## src/rtl/mul_iter_pkg.sv

```systemverilog
// mul_iter_pkg: shared types for the iterative RV32M/RV64M multiplier.
// Register bundle is sized for the widest XLEN; narrower builds leave upper bits zero.
package mul_iter_pkg;

  localparam int XMAX  = 64;
  localparam int ACC_W = 2 * XMAX;
  localparam int CNT_W = 7;

  typedef struct packed {
    logic muls;
    logic mulh;
    logic mulhsu;
    logic mulhu;
  } mul_op_type;

  localparam mul_op_type OP_MULS   = mul_op_type'(4'b1000);
  localparam mul_op_type OP_MULH   = mul_op_type'(4'b0100);
  localparam mul_op_type OP_MULHSU = mul_op_type'(4'b0010);
  localparam mul_op_type OP_MULHU  = mul_op_type'(4'b0001);

  typedef enum logic [1:0] {
    IDLE,
    CALC,
    DONE
  } mul_iter_state_type;

  typedef struct packed {
    mul_iter_state_type state;
    logic [CNT_W-1:0]   counter;
    mul_op_type         op;
    logic [XMAX-1:0]    op1_mag;
    logic [XMAX-1:0]    op2_mag;
    logic [ACC_W-1:0]   acc;
    logic               negate;
  } mul_iter_reg_type;

  localparam mul_iter_reg_type init_mul_iter_reg = '{
    state:   IDLE,
    counter: '0,
    op:      '0,
    op1_mag: '0,
    op2_mag: '0,
    acc:     '0,
    negate:  1'b0
  };

endpackage

```

## src/rtl/lzc_chunk.sv

```systemverilog
// lzc_chunk: counts leading all-zero STEP_BITS-wide chunks of a value.
// An all-zero value yields XLEN/STEP_BITS.
module lzc_chunk
  import mul_iter_pkg::*;
#(
  parameter int XLEN      = 32,
  parameter int STEP_BITS = 2
) (
  input  logic [XLEN-1:0]  val_i,
  output logic [CNT_W-1:0] count_o
);

  localparam int NCH = XLEN / STEP_BITS;

  logic found;

  always_comb begin
    count_o = '0;
    found   = 1'b0;
    for (int i = NCH - 1; i >= 0; i--) begin
      if (!found) begin
        if (val_i[i*STEP_BITS +: STEP_BITS] == '0)
          count_o = count_o + CNT_W'(1);
        else
          found = 1'b1;
      end
    end
  end

endmodule

```

## src/rtl/mul_iter.sv

```systemverilog
// mul_iter: iterative MUL/MULH/MULHSU/MULHU unit, MSB-first radix-2^STEP_BITS.
// Operands become magnitudes on entry; the sign is reapplied in DONE.
module mul_iter
  import mul_iter_pkg::*;
#(
  parameter int XLEN      = 32,
  parameter int STEP_BITS = 2,
  parameter int EARLY_OUT = 1
) (
  input  logic            clock,
  input  logic            reset,
  input  logic            enable,
  input  mul_op_type      op,
  input  logic [XLEN-1:0] rdata1,
  input  logic [XLEN-1:0] rdata2,
  input  logic            flush,
  output logic            busy,
  output logic            ready,
  output logic [XLEN-1:0] result
);

  localparam int NCH = XLEN / STEP_BITS;

  if (!(STEP_BITS == 1 || STEP_BITS == 2 ||
        STEP_BITS == 4 || STEP_BITS == 8) ||
      (XLEN % STEP_BITS) != 0 ||
      !(XLEN == 32 || XLEN == 64)) begin : g_bad_cfg
    $error("mul_iter: unsupported XLEN/STEP_BITS");
  end

  mul_iter_reg_type r;
  mul_iter_reg_type rin;
  mul_iter_reg_type v;

  logic                 sign1;
  logic                 sign2;
  logic [XLEN-1:0]      mag1;
  logic [XLEN-1:0]      mag2;
  logic [CNT_W-1:0]     lz;
  logic [CNT_W-1:0]     n;
  logic [31:0]          sh;
  logic [STEP_BITS-1:0] chunk;
  logic [ACC_W-1:0]     fin;
  logic [31:0]          shamt;

  if (EARLY_OUT != 0) begin : g_lzc
    lzc_chunk #(
      .XLEN      (XLEN),
      .STEP_BITS (STEP_BITS)
    ) u_lzc (
      .val_i   (mag1),
      .count_o (lz)
    );
  end else begin : g_no_lzc
    assign lz = '0;
  end

  always_comb begin
    v     = r;
    sign1 = (op.muls | op.mulh | op.mulhsu) & rdata1[XLEN-1];
    sign2 = (op.muls | op.mulh) & rdata2[XLEN-1];
    mag1  = sign1 ? -rdata1 : rdata1;
    mag2  = sign2 ? -rdata2 : rdata2;
    n     = CNT_W'(NCH) - lz;
    sh    = (32'(r.counter) - 32'd1) * 32'(STEP_BITS);
    chunk = STEP_BITS'(r.op1_mag >> sh);
    unique case (r.state)
      IDLE: begin
        if (enable && !flush) begin
          v.op      = op;
          v.op1_mag = XMAX'(mag1);
          v.op2_mag = XMAX'(mag2);
          v.negate  = sign1 ^ sign2;
          v.acc     = '0;
          v.counter = n;
          v.state   = (n == '0) ? DONE : CALC;
        end
      end
      CALC: begin
        v.acc = (r.acc << STEP_BITS) +
                (ACC_W'(chunk) * ACC_W'(r.op2_mag));
        v.counter = r.counter - CNT_W'(1);
        if (r.counter == CNT_W'(1))
          v.state = DONE;
      end
      DONE: v.state = IDLE;
      default: v = init_mul_iter_reg;
    endcase
    if (flush && r.state != IDLE)
      v = init_mul_iter_reg;
    rin = v;
  end

  always_ff @(posedge clock) begin
    if (reset)
      r <= init_mul_iter_reg;
    else
      r <= rin;
  end

  // Low half only for MUL; every high-half op (and a stray empty op) takes the top.
  always_comb begin
    fin    = r.negate ? -r.acc : r.acc;
    shamt  = (r.op == OP_MULS) ? 32'd0 : 32'(XLEN);
    busy   = (r.state != IDLE);
    ready  = (r.state == DONE) && !flush && !reset;
    result = ready ? XLEN'(fin >> shamt) : '0;
  end

endmodule

```

## config.mk

```make
export PLATFORM = sky130hd
export DESIGN_NAME = mul_iter
export DESIGN_NICKNAME = d
export VERILOG_FILES = /design/src/rtl/mul_iter_pkg.sv /design/src/rtl/lzc_chunk.sv /design/src/rtl/mul_iter.sv
export SDC_FILE = /design/constraint.sdc
export NUM_CORES = 1
export LEC_CHECK = 0
export CORE_ASPECT_RATIO = 1.2
export CORE_MARGIN = 1
export CORE_UTILIZATION = 50
export DETAILED_ROUTE_END_ITERATION = 10
export GPL_TIMING_DRIVEN = 0
export PLACE_DENSITY = 0.79
export SLEW_MARGIN = 20
export SYNTH_ARGS = -nofsm -noshare
export SYNTH_HDL_FRONTEND = slang
export SYNTH_HIERARCHICAL = 1
export SYNTH_SLANG_ARGS = --single-unit
```

## constraint.sdc

```tcl
create_clock -name clock -period 25.4 [get_ports clock]
set_input_delay 2.54 -clock clock [delete_from_list [all_inputs] [get_ports clock]]
set_output_delay 2.54 -clock clock [all_outputs]
set_load 0.005 [all_outputs]
```

==> flow_metrics.tcl, run 1 <==
set metrics [dict create \
    cts-resized-gates 0 \
    grt_pass1_vias 13600 \
    largest-register "r" \
    syn_to_final_growth_pct 15.2 \
    detail-route-antenna-nets 0 \
    cap_violations 0 \
    cts_buffer_depth 2 \
    clock_sinks 142 \
    die_w_um 154 \
    timing.slew.headroom_pct 42.3 \
    crit_arrival_ps 14220 \
    synthSimpleGateAreaFrac_pct 25.4 \
    ctsHtreeMaxLevel 4 \
    multi_input_area_um2 10100 \
    p_per_area_nw_per_um2 65.4 \
    postSynthCellCount 1874 \
    slew_viol_final 0 \
    p_switching_w 0.000476 \
    io_buffer_count 105 \
    synth_area_per_cell_um2 7.41 \
    routabilityCongestion 1.01 \
    critPathMostFrequentCell "ha_1" \
    reg_top3 "r: 142 flops" \
    placedCellCount 2320 \
    hold_start "r[222]" \
    rsz0062_at_grt "false" \
    ys_ff_latch 142 \
    track_usage_pct 31.2 \
    seq_power_share_pct 28.4 \
    r2r-start "r[261]" \
    slowest_stage "o31ai_1" \
    dp_hpwl_um 35200 \
    cts_root_buf "clkbuf_16" \
    final_cell_mix "nand2_1 (224), nor2_1 (179), dfxtp_1 (142)" \
    async_flop_share_pct 0 \
    grt_pass1_wl_um 70600 \
    critPathLaunchType "input port" \
    setup_viol 0 \
    rows 66 \
    synth_edf_count 0 \
    synth_xor_area_share_pct 12.2 \
    synth_top_family_by_area "simple AND/OR/NAND/NOR gates" \
    ff_latch_area_um2 2840 \
    drive_above_1_share_pct 5.47 \
    hold_viol_final 0 \
    routed_wl_um 44300 \
    fin_crit_sh_pct 54.8 \
    fp.dieArea_um2 28400 \
    fin_area_um2 16000 \
    post_cts_buffers 0 \
    antenna_found_initial 0 \
    largest_reg_flops 142 \
    cp-end-kind "register" \
    synth_area_um2 13900 \
    period_needed_ps 13930 \
    clock.fmax_ghz 0.0718 \
    cts_tree "yes" \
    mostFrequentLayoutCell "nand2_1" \
    core_area_um2 27200 \
    routed_via_density 6.11 \
    hold_class "register to register" \
    grt.overflow.total 0 \
    combPwrFrac_pct 45.9 \
    initial_core_util_pct 51.1 \
    peakVddDrop_v 0.0000516 \
    p_clk_share_pct 25.7 \
    drt_iter0_drc 1250 \
    fin_tns_setup_ps 0 \
    stdcell_count 2352 \
    required_ps 25690 \
    synth_nets 2033 \
    switching_share_pct 45.4 \
    power.internal_w 0.000571 \
    fillers 2452 \
    drc_errors 0 \
    leakagePower_nw 6.20 \
    muxShareOfSynthArea_pct 2.67 \
    vias 14400 \
    ys.warnings.count 6 \
    insertion_delay_ps 430 \
    drt_first_pass_iters 5 \
    max_stage_delay_ps 680 \
    seq_area_frac_synth_pct 20.5 \
    crit_start "rdata1[7]" \
    crit_type "input port to register" \
    synth_fa_ha_area_share_pct 9.52 \
    cts_hold_buf 0 \
    grt_max_degree 17 \
    run_status "complete, no violations" \
    nets 2158 \
    path_max_fanout 6 \
    routedWlPerCell_um 18.8 \
    numCtsBuffers 17 \
    io_pins 106 \
    synthFlopType "dfxtp_1" \
    yosysUniqueCellTypes 97 \
    placed_cell_area_um2 15400 \
    die_h_um 185 \
    synth_compound_area_share_pct 23.2 \
    skew_ps 16.7 \
    clkTransAtPathRegs_ps 60 \
    tightest_slew_ps 862 \
]
==> kinds of logic after synthesis <==
kind of cell | Yosys count
AND/OR/NAND/NOR | 705
flip-flops | 142
buffers and inverters | 234
multiplexers | 25
XOR/XNOR | 188
AO/OA/AOI/OAI | 493
adder cells (fa/ha/maj) | 87
==> power groups by stage <==
| stage | registers [W] | logic, W | clock network [W] |
|---|---|---|---|
| 2_1_floorplan | 0.000286 | 0.000323 | 0 |
| 3_3_place_gp | 0.000297 | 0.000454 | 0 |
| 3_5_place_dp | 0.000299 | 0.000467 | 0 |
| 4_1_cts | 0.000295 | 0.000471 | 0.000268 |
| 5_1_grt | 0.000301 | 0.000521 | 0.000278 |
| 6_report | 0.000297 | 0.000481 | 0.000269 |
==> final timing paths <==
check / endpoint / slack, ps / depth (start not counted)
max: r[268] / 11470 / 49
min reg2reg: r[222] / 470 / 2
min: r[222] / 470 / 2
max reg2reg: r[58] / 17990 / 24
==> layer usage <==
| metal | vias to the layer above | wire length (µm) | global-route usage, % |
|---|---|---|---|
| li1 | 6931 | - | - |
| met1 | 6713 | 18200 | 38.7 |
| met2 | 601 | 20600 | 52.2 |
| met3 | 132 | 2990 | 4.51 |
| met4 | 0 | 2480 | 16.7 |
| met5 | - | 0 | 0 |
==> final cells by class <==
type                    instances  share of cell area [%]
diodes                          1                  0.0156
plain buffers                 114                    2.89
clock buffers                  18                    2.74
clock inverters                13                    1.11
inverters                     120                    2.89
multi-input cells            1498                    63.3
flip-flops and latches        142                    17.8
well taps                     340                    2.66
repair buffers                106                    6.60
==> through the flow <==
step	hold slack, ps	setup slack, ps	power [W]	util (%)
finish	465	11470	0.00105	58.9
global route	496	10780	0.00110	58.9
CTS	465	11550	0.00103	58.9
detailed placement	448	11180	0.000766	56.6
global placement	443	11540	0.000751	56.5
floorplan	429	13270	0.000609	-
==> cells in the mapped netlist, drive strengths merged, types with 11 or more instances <==
cell,instances,area share [%]
a31oi,12,0.54
or4,27,1.6
a21oi,118,4.3
nand3,75,2.8
mux2i,14,1.1
buf,22,0.84
clkbuf,92,2.5
o21a,11,0.59
inv,118,3.2
o41ai,12,0.81
and3,22,0.99
nand2,225,6.1
o211ai,15,0.81
a22oi,61,3.3
ha,56,5.0
xnor2,97,6.2
a211oi,36,2.0
o21ai,120,4.3
dfxtp,142,20
nor3,42,1.7
o31ai,29,1.6
xor2,89,5.7
nor2,181,4.9
a21o,15,0.81
fa,31,4.5
nand2b,12,0.59
nand4,22,0.99
or3,21,1.0
or2,12,0.54
nor4,22,1.5
==> worst max-delay path, delay by kind of cell <==
kind / cells / cell delay, ps
AO/OA/AOI/OAI: 16 / 3440
AND/OR/NAND/NOR: 10 / 2070
buffers and inverters: 5 / 1010
XOR/XNOR: 2 / 660
multiplexers: 4 / 810
adder cells (fa/ha/maj): 12 / 3680
Note: power is estimated with default switching activity, not from simulation.
==> run 2: changes to the inputs <==
==> constraint.sdc (replaced) <==
create_clock -name clock -period 14 [get_ports clock]
set_input_delay 1.4 -clock clock [delete_from_list [all_inputs] [get_ports clock]]
set_output_delay 1.4 -clock clock [all_outputs]
set_load 0.005 [all_outputs]
==> results of run 2 <==
The final DEF is identical to that of run 1. Status: complete, no violations.
Main changes from that run: setup slack after placement 11180 ps -> 923 ps; setup slack after layout 11470 ps -> 1210 ps; register-to-register setup slack 17990 ps -> 6590 ps; total power 0.00105 W -> 0.00190 W; worst IR drop on VDD 0.0000516 V -> 0.0000937 V
==> run 3: changes to the inputs <==
--- a/config.mk
+++ b/config.mk
@@ -8,6 +8,7 @@
 export CORE_ASPECT_RATIO = 1.2
 export CORE_MARGIN = 1
 export CORE_UTILIZATION = 50
+export CTS_BUF_LIST = sky130_fd_sc_hd__clkbuf_4 sky130_fd_sc_hd__clkbuf_8
 export DETAILED_ROUTE_END_ITERATION = 10
 export GPL_TIMING_DRIVEN = 0
 export PLACE_DENSITY = 0.79
==> constraint.sdc (replaced) <==
create_clock -name clock -period 15.2 [get_ports clock]
set_input_delay 1.52 -clock clock [delete_from_list [all_inputs] [get_ports clock]]
set_output_delay 1.52 -clock clock [all_outputs]
set_load 0.005 [all_outputs]
==> flow_metrics.tcl, run 3 (synthesized netlist as in run 1, its figures left out) <==
set metrics [dict create \
    crit_arrival_ps 13180 \
    crit_type "input port to register" \
    ctsHtreeMaxLevel 4 \
    tightest_slew_ps 884 \
    mostFrequentLayoutCell "nand2_1" \
    required_ps 15530 \
    largest-register "r" \
    cts_root_buf "clkbuf_8" \
    routabilityCongestion 1.01 \
    path_max_fanout 6 \
    numCtsBuffers 17 \
    detail-route-antenna-nets 0 \
    rsz0062_at_grt "false" \
    io_buffer_count 105 \
    highest_layer "met4" \
    die_w_um 154 \
    clkTransAtPathRegs_ps 90 \
    hold_class "register to register" \
    largest_reg_flops 142 \
    grt_max_degree 17 \
    critPathLaunchType "input port" \
    drive_above_1_share_pct 5.47 \
    cp-end-kind "register" \
    grt_pass1_vias 13500 \
    cts_buffer_depth 2 \
    fin_crit_sh_pct 84.6 \
    slew_viol_final 0 \
    routed_wl_um 44100 \
    reg_top3 "r: 142 flops" \
    period_needed_ps 12850 \
    run_status "complete, no violations" \
    slowest_stage "o31ai_1" \
    worst_slack_ps 2350 \
    timing.slew.headroom_pct 40.9 \
    switching_share_pct 47.5 \
    vias 14400 \
    drt_iter0_drc 1254 \
    fp.dieArea_um2 28400 \
    grt_pass1_wl_um 70200 \
    wl_met1_um 18400 \
    leakagePower_nw 6.11 \
    pre_cts_ws_ps 2000 \
    cts-resized-gates 0 \
    drt_first_pass_iters 6 \
    routed_via_density 6.14 \
    fillers 2499 \
    critPathMostFrequentCell "ha_1" \
    routedWlPerCell_um 18.8 \
    hold_viol_final 0 \
    post_cts_buffers 0 \
    combPwrFrac_pct 49.0 \
    setup_viol 0 \
    antenna_found_initial 0 \
    track_usage_pct 31.0 \
    clock_sinks 142 \
    power.internal_w 0.000858 \
    core_area_um2 27200 \
    p_per_area_nw_per_um2 103 \
    clock.fmax_ghz 0.0778 \
    initial_core_util_pct 51.1 \
    n_antenna_cell 0 \
    cts_hold_buf 0 \
    route.met2.wl_um 20500 \
    fin_tns_setup_ps 0 \
    cap_violations 0 \
    seq_power_share_pct 30.3 \
    final_cell_mix "nand2_1 (224), nor2_1 (179), dfxtp_1 (142)" \
    skew_ps 25.2 \
    dp_hpwl_um 35200 \
    peakVddDrop_v 0.0000738 \
    p_switching_w 0.000777 \
    die_h_um 185 \
    rows 66 \
    p_clk_share_pct 20.8 \
    drc_errors 0 \
    max_stage_delay_ps 680 \
    cts_tree "yes" \
    io_pins 106 \
    nets 2158 \
    insertion_delay_ps 470 \
    grt.overflow.total 0 \
    wl_met3_um 2950 \
    syn_to_final_growth_pct 13.8 \
]
==> run 3: power groups by stage <==
stage	clock, W	sequential, W	combinational, W
floorplan	0	0.000477	0.000541
global placement	0	0.000496	0.000758
detailed placement	0	0.000500	0.000780
CTS	0.000340	0.000492	0.000785
global route	0.000357	0.000502	0.000869
finish	0.000339	0.000495	0.000800
==> run 3: final cells by class <==
class / count / area [µm²] / area share [%]
Inverter: 120 / 463 / 2.93
Clock inverter: 13 / 178 / 1.12
Tap cell: 340 / 425 / 2.69
Timing Repair Buffer: 106 / 1060 / 6.68
Buffer: 114 / 462 / 2.92
Multi-Input combinational cell: 1498 / 10100 / 64.1
Sequential cell: 142 / 2840 / 18.0
Clock buffer: 18 / 248 / 1.57
==> run 3: worst max-delay path: cells and delay by family <==
family          cells  cell delay, ps
buf+inv             5            1010
simple gates       10            2050
fa+ha+maj          12            3690
compound gates     16            3430
xor+xnor            2             670
mux                 4             810
==> run 3: final timing paths <==
check / depth (start not counted) / to / startpoint / slack, ps
max reg2reg: 25 / r[44] / r[261] / 7720
max: 49 / r[268] / rdata1[7] / 2350
min reg2reg: 2 / r[193] / r[193] / 460
min: 2 / r[193] / r[193] / 460
==> run 3: per-layer routing <==
| metal | track usage (%) | vias up |
|---|---|---|
| li1 | - | 6934 |
| met1 | 38.7 | 6791 |
| met2 | 51.9 | 584 |
| met3 | 4.47 | 120 |
| met4 | 16.1 | 0 |
| met5 | 0 | - |
==> run 3: stage by stage <==
step / utilization [%] / instances / cell area, µm² / hold WS (ps) / total power [W]
after floorplan: - / 1874 / 13900 / 429 / 0.00102
after global placement: 56.5 / 2319 / 15400 / 443 / 0.00125
after detailed placement: 56.6 / 2320 / 15400 / 448 / 0.00128
after CTS: 58.2 / 2351 / 15800 / 463 / 0.00162
after global routing: 58.2 / 2351 / 15800 / 486 / 0.00173
final: 58.2 / 2351 / 15800 / 464 / 0.00164
